`config.mk`:
```
export PLATFORM = sky130hd
export DESIGN_NAME = fft_stage_ctrl
export DESIGN_NICKNAME = d
export VERILOG_FILES = /design/src/rtl/fft_stage_ctrl.sv
export SDC_FILE = /design/constraint.sdc
export NUM_CORES = 1
export LEC_CHECK = 0
export BUFFER_PORTS_ARGS = -buffer_cell sky130_fd_sc_hd__buf_2
export CAP_MARGIN = 5
export CORE_MARGIN = 4
export CORE_UTILIZATION = 55
export CTS_CLUSTER_DIAMETER = 200
export DETAILED_ROUTE_END_ITERATION = 12
export HOLD_SLACK_MARGIN = 0.08
export PLACE_DENSITY = 0.84
export SYNTH_ARGS = -nofsm -noshare
export SYNTH_HDL_FRONTEND = slang
export SYNTH_SLANG_ARGS = --single-unit
```
`constraint.sdc`:
```
create_clock -name clk -period 2.3 [get_ports clk]
set_clock_uncertainty 0.05 [all_clocks]
set_input_delay 0.115 -clock clk [delete_from_list [all_inputs] [get_ports clk]]
set_output_delay 0.115 -clock clk [all_outputs]
set_load 0.02 [all_outputs]
```
`src/rtl/fft_stage_ctrl.sv`:
```
// Control sequencer for one radix-2 SDF FFT stage: frame counting, fill/butterfly/drain
// mode switching, twiddle addressing and output qualification, with a one-cycle output lag.
module fft_stage_ctrl #(
    parameter int N     = 8,
    parameter int TW_AW = 2
) (
    input  logic             clk,
    input  logic             rst,
    input  logic             din_valid,
    output logic             din_ready,
    input  logic             flush,
    output logic             buf_shift,
    output logic             bf_en,
    output logic             tw_rd,
    output logic [TW_AW-1:0] tw_addr,
    output logic             dout_valid,
    output logic             frame_done,
    output logic             drain_done
);
    localparam int IW = $clog2(N);
    localparam logic [IW-1:0] HALF_LAST = IW'(N / 2 - 1);
    localparam logic [IW-1:0] LAST      = IW'(N - 1);

    typedef enum logic [1:0] {FILL, BFLY, DRAIN} state_t;

    state_t           state_reg;
    logic [IW-1:0]    idx_reg;
    logic             primed_reg;
    logic             flush_pend_reg;
    logic             buf_shift_reg;
    logic             bf_en_reg;
    logic             tw_rd_reg;
    logic [TW_AW-1:0] tw_addr_reg;
    logic             dout_valid_reg;
    logic             frame_done_reg;
    logic             drain_done_reg;

    logic at_start;
    logic drain_start;
    logic adv;

    assign at_start    = (state_reg == FILL) && (idx_reg == '0);
    // A primed buffer with a pending flush stalls intake for the one cycle that switches to DRAIN.
    assign drain_start = at_start && flush_pend_reg && primed_reg;
    assign din_ready   = (state_reg != DRAIN) && !drain_start;
    assign adv         = (din_valid && din_ready) || (state_reg == DRAIN);

    always_ff @(posedge clk) begin
        if (rst) begin
            state_reg      <= FILL;
            idx_reg        <= '0;
            primed_reg     <= 1'b0;
            flush_pend_reg <= 1'b0;
            buf_shift_reg  <= 1'b0;
            bf_en_reg      <= 1'b0;
            tw_rd_reg      <= 1'b0;
            tw_addr_reg    <= '0;
            dout_valid_reg <= 1'b0;
            frame_done_reg <= 1'b0;
            drain_done_reg <= 1'b0;
        end else begin
            buf_shift_reg  <= adv;
            bf_en_reg      <= adv && (state_reg == BFLY);
            tw_rd_reg      <= adv && (state_reg == BFLY);
            dout_valid_reg <= adv && ((state_reg == BFLY) || primed_reg);
            frame_done_reg <= 1'b0;
            drain_done_reg <= 1'b0;
            if (adv && (state_reg == BFLY)) begin
                tw_addr_reg <= idx_reg[TW_AW-1:0];
            end

            // Later clears below override this set, so a flush coinciding with a clear is absorbed.
            if (flush) begin
                flush_pend_reg <= 1'b1;
            end

            case (state_reg)
                FILL: begin
                    if (drain_start) begin
                        state_reg <= DRAIN;
                    end else begin
                        if (at_start && flush_pend_reg) begin
                            flush_pend_reg <= 1'b0;
                            drain_done_reg <= 1'b1;
                        end
                        if (adv) begin
                            idx_reg <= idx_reg + IW'(1);
                            if (idx_reg == HALF_LAST) begin
                                state_reg <= BFLY;
                            end
                        end
                    end
                end
                BFLY: begin
                    if (adv) begin
                        if (idx_reg == LAST) begin
                            idx_reg        <= '0;
                            primed_reg     <= 1'b1;
                            frame_done_reg <= 1'b1;
                            state_reg      <= (flush_pend_reg || flush) ? DRAIN : FILL;
                        end else begin
                            idx_reg <= idx_reg + IW'(1);
                        end
                    end
                end
                DRAIN: begin
                    if (idx_reg == HALF_LAST) begin
                        state_reg      <= FILL;
                        idx_reg        <= '0;
                        primed_reg     <= 1'b0;
                        flush_pend_reg <= 1'b0;
                        drain_done_reg <= 1'b1;
                    end else begin
                        idx_reg <= idx_reg + IW'(1);
                    end
                end
                default: begin
                    state_reg <= FILL;
                    idx_reg   <= '0;
                end
            endcase
        end
    end

    assign buf_shift  = buf_shift_reg;
    assign bf_en      = bf_en_reg;
    assign tw_rd      = tw_rd_reg;
    assign tw_addr    = tw_addr_reg;
    assign dout_valid = dout_valid_reg;
    assign frame_done = frame_done_reg;
    assign drain_done = drain_done_reg;
endmodule

```
# Word-level counts from Yosys, hierarchy flattened
# Cells that the tools add are included.
# classes
n_addsub,1
n_eq_ne,12
n_mux,28
n_bitwise,2
reduce_logical,18
# ops
operator,count
3-bit 2-to-1 mux,5
2-bit 2-to-1 mux,7
1-bit 2-to-1 mux,11
3-bit one-hot mux with 3 select lines,1
"2-bit != test, second input constant",4
1-bit logical AND,7
1-bit one-hot mux with 2 select lines,3
2-bit one-hot mux with 3 select lines,1
5-bit AND reduction,1
"2-bit by 1-bit != test with 1-bit output, second input constant",2
4-bit AND reduction,1
"3-bit by 1-bit adder with 3-bit output, second input constant",1
"3-bit by 2-bit equality test with 1-bit output, second input constant",1
"3-bit equality test, second input constant",1
3-bit zero test,1
1-bit logical OR,3
"3-bit by 2-bit != test with 1-bit output, second input constant",1
"3-bit != test, second input constant",1
3-bit AND reduction,1
3-bit OR reduction,1
"2-bit by 1-bit equality test with 1-bit output, second input constant",1
"2-bit equality test, second input constant",1
2-bit zero test,1
1-bit NOT,2
other kinds (2),2
# totals
reg_bits,14
inputBits,4
output_inout_bits,9

# Depth between registers and ports, before layout
# depth
ltp_word,11
depth_mapped,6
ltp_nobuf,6

# Worst setup path before layout
# No wires, ideal clock.
# synth_path
path_type,register -> register
startpoint,register idx_reg[0]
endpoint,register idx_reg[2]
setup_ns,0.086
arrival_ns,1.263
required_time_ns,2.164
path_slack_ns,0.901
path_stages_with_launch,6
cell_sequence,dfxtp_1 > inv_1 > ha_1 > nor4bb_4 > nand3_1 > a221oi_2
# synth_between
elab_chain_len,10
# synth_rtl
element,line,source
"start, declared",27,logic [IW-1:0] idx_reg;
"start signal, assigned",87,idx_reg <= idx_reg + IW'(1);
"start signal, assigned",102,idx_reg <= idx_reg + IW'(1);
"start signal, assigned",114,idx_reg <= idx_reg + IW'(1);
3-bit zero test,42,assign at_start = (state_reg == FILL) && (idx_reg == '0);
1-bit logical AND,42,
1-bit logical AND (2 in a row),44,assign drain_start = at_start && flush_pend_reg && primed_reg;
1-bit zero test,45,assign din_ready = (state_reg != DRAIN) && !drain_start;
1-bit logical AND,45,
1-bit logical AND,46,assign adv = (din_valid && din_ready) || (state_reg == DRAIN);
1-bit logical OR,46,
2-bit != test (no source line),--,
3-bit AND reduction (no source line),--,
# Parallel ways exist; a longest one is shown, timed or not. The select of a mux whose other input is x is not followed.
# A chain may end at the register's enable or synchronous reset.

# Worst setup path in the final report
# layout_path
startpoint,register idx_reg[0]
endpoint,output din_ready
# layout_between
elab_chain_len,6
# layout_rtl
element,line,source
3-bit zero test,42,
1-bit logical AND,42,
1-bit logical AND (2 in a row),44,
1-bit zero test,45,
1-bit logical AND,45,
"end, declared",10,"output logic din_ready,"
# No other way between the ends.

==> key figures <==
Setup path
  – WS Path Type: flop to primary output
  – Crit path max fanout: 5
  – CP startpoint: idx_reg[0]$_SDFFE_PP0P_
  – Sequence of cells on the critical path: inv_1 > ha_1 > nor4bb_4 > a21o_1 > nand2_1 > buf_2
  – Startpoint Class: flop
  – Critical Path Max Stage Delay: 0.40 ns
  – Worst r2r src: idx_reg[0]$_SDFFE_PP0P_
  – CP max stage cell: nor4bb_4
  – Worst path arrival time: around 1.7 ns
  – Worst Setup End Kind: primary output
  – Kind of cell adding the most delay to the critical path: simple AND/OR/NAND/NOR gates
  – Worst Path Required: between 2 and 2.5 ns
  – Buf/Inv on CP: 2

Global routing
  – GR peak layer: met2
  – M1 GR Usage: 0.1976
  – Global Route met3 Usage: 0.05929
  – Largest net degree at the start of global routing: 18
  – GR Util All Layers: 0.1668
  – GRT overflow: 0
  – Met2 Track Usage GR: 0.2655
  – First-pass GRT wire length: ~2.4 mm
  – Initial antenna violation count: 0
  – Vias in the first global route: between 500 and 600

Final layout
  – Area of the multi-input gates: between 400 and 500 um2
  – Syn-to-layout area delta: 10.26%
  – Share of layout cells above drive strength 1: 0.2021
  – Register area: around 280 um2
  – Largest register FFs: 3
  – FILL cells: 118
  – Final Instance Area: approximately 850 um2
  – Ant diodes: 0
  – Nets: between 100 and 150

Power
  – P_leak: roughly 0.00035 uW
  – Peak supply drop: 0.0003531 V
  – Pwr/cell area: 558.1 nW/um2

STA
  – Unrepaired setup endpoints after global routing: no
  – Hold Violations, Final: 0
  – Tightest Pin Transition: about 0.6 ns
  – Final period util: 0.8126
  – Setup tns final: 0 ns
  – Max_slew headroom: 0.6053
  – Final Max Tran Viols: 0
  – Post-layout min period: around 1.9 ns
  – Fmax achieved: between 500 and 600 MHz
  – Final setup viols: 0

Route
  – 1st-iter DRT viols: 22
  – First drt pass iteration count: 4
  – Routed vias: 624
  – Routed wire per std cell: approximately 14 um
  – Routed wire length: 1.501 mm
  – Residual DRC count: 0
  – Final ANT Viol Nets: 0
  – Vias/cell: ~5.7

Synth
  – Sequential area share after synthesis: 0.3648
  – Distinct cell type count after synthesis: 28
  – Syn Nets: 93
  – Top post-synthesis cells by area: dfxtp_1 36%, ha_1 8.1%, mux2i_1 5.2%, o21ai_0 4.6%, a21oi_1 3.9%
  – Top cell type's share of synthesized area: 0.3648
  – Post-Syn Area: 768.2 um2
  – Count leader, synth: dfxtp_1
  – Synth Instances: 84
  – Flops & latches, synth: 14
  – Most common library cells after synthesis: 14 x dfxtp_1, 7 x inv_1, 7 x o21ai_0
  – Synth area leader: dfxtp_1
  – Syn Area/Cell: just over 9 um2
  – Prevailing post-synth register cell: dfxtp_1
  – Yosys warns: 0
  – Ys async rst share: 0
  – EDFF count, synth: 0

Die
  – Rows: 13
  – DIE AREA: 2059 um2
  – Core area: approximately 1300 um2
  – Io pins: 13
  – Die Wd: approximately 45 um
  – Die H: ~45 um
  – Initial Util: 0.5904

CTS
  – Clock latency on the worst-skew pair: roughly 0.28 ns
  – Post-CTS Setup Inserts: 0
  – Worst-path clk slew: roughly 0.07 ns
  – CTS tree: yes
  – H-tree depth reported by CTS: 1
  – CTS sink cnt: 14
  – Clock buffers created by TritonCTS: 3
  – Maximum root-to-sink buffer count: 2
  – Clock tree root buffer cell: clkbuf_4

Place
  – RD Place Congestion: 0.8328
  – Post-DP Area: approximately 810 um2
  – IO Port Bufs: 12
  – Final HPWL DP: 1.094 mm

Flow run
  – Maxcap violations: 0

Status
  – Outcome: completed

Worst hold path
  – Hold Startpoint: din_valid
  – Worst hold path type: input port to flop
-- stage by stage --
step                utilization  total power (uW)  instances  worst slack, ns  hold slack [ns]
floorplan                     -             326.3         84           0.9009           0.1421
global placement         0.6260             340.5        105           0.7426           0.3484
detailed placement       0.6260             343.5        105           0.7300           0.3582
CTS                      0.6510             474.7        109           0.4308           0.1316
global route             0.6510             495.4        109           0.2963           0.1320
finish                   0.6510             472.7        109           0.4311           0.1391
-- cells by family (layout without fill, tap and decap cells) --
| logic type | Yosys count | after routing | share of synthesized area |
|---|---|---|---|
| mux | 4 | 4 | 0.05212 |
| simple gates | 25 | 25 | 0.2264 |
| buf+inv | 13 | 23 | 0.07655 |
| fa+ha+maj | 5 | 5 | 0.08143 |
| flops | 14 | 14 | 0.3648 |
| compound gates | 23 | 23 | 0.1987 |
-- what timing repair did --
| item | in CTS | in global routing |
|---|---|---|
| hold buffers | 1 | 0 |
| resized for setup | 0 | 0 |
| endpoints found under the hold margin | 1 | 0 |
-- metal layers --
layer	share of wire	routed length, um
met1	0.46	695
met2	0.48	724
met3	0.042	63
met4	0.011	17
met5	0	0
-- worst reg2reg max path, stage by stage, from the launching register on --
cell and delay (ns):
dfxtp_1 0.35, inv_1 0.07, ha_1 0.23, nor4bb_4 0.40, nand3_1 0.14, a221oi_2 0.24
-- final cells by class --
class / instances / area share
sequential: 14 / 0.3309
clock buffer: 3 / 0.02659
tap: 15 / 0.02216
multi-input combinational: 57 / 0.5066
timing repair buffer: 13 / 0.08272
inverter: 7 / 0.03102
-- path summary, 6_finish.rpt --
kind	to	slack, ns	depth (start not counted)
max	din_ready	0.43	6
min	frame_done$_SDFF_PP0_	0.14	3
max reg2reg	idx_reg[2]$_SDFFE_PP0P_	0.76	5
min reg2reg	tw_addr[1]$_SDFFE_PP0P_	0.46	2
-- cell usage in the layout (no fill, tap or decap) --
cell	count
dfxtp_1	14
buf_2	12
inv_1	7
o21ai_0	7
nand2_1	6
a21oi_1	6
nor2_1	5
ha_1	5
mux2i_1	4
nand2b_1	3
a211oi_1	3
clkbuf_4	3
a21o_1	2
nor2b_1	2
nand3_1	2
nor4bb_4	1
nand3b_1	1
nand4bb_4	1
o22ai_2	1
and3b_1	1
a221oi_1	1
a221oi_2	1
nor4b_1	1
o211ai_1	1
a31oi_1	1
nor4_1	1
nor3b_1	1
dlygate4sd3_1	1
-- report_power, final --
part	leakage, uW	total (uW)	switching, uW	internal [uW]
combinational	0.000220	73.1	37.0	36.1
clock	0.0000138	133	72.5	60.6
sequential	0.000114	267	14.0	253
total	0.000348	473	123	349
Power figures use the tool's default switching activity.
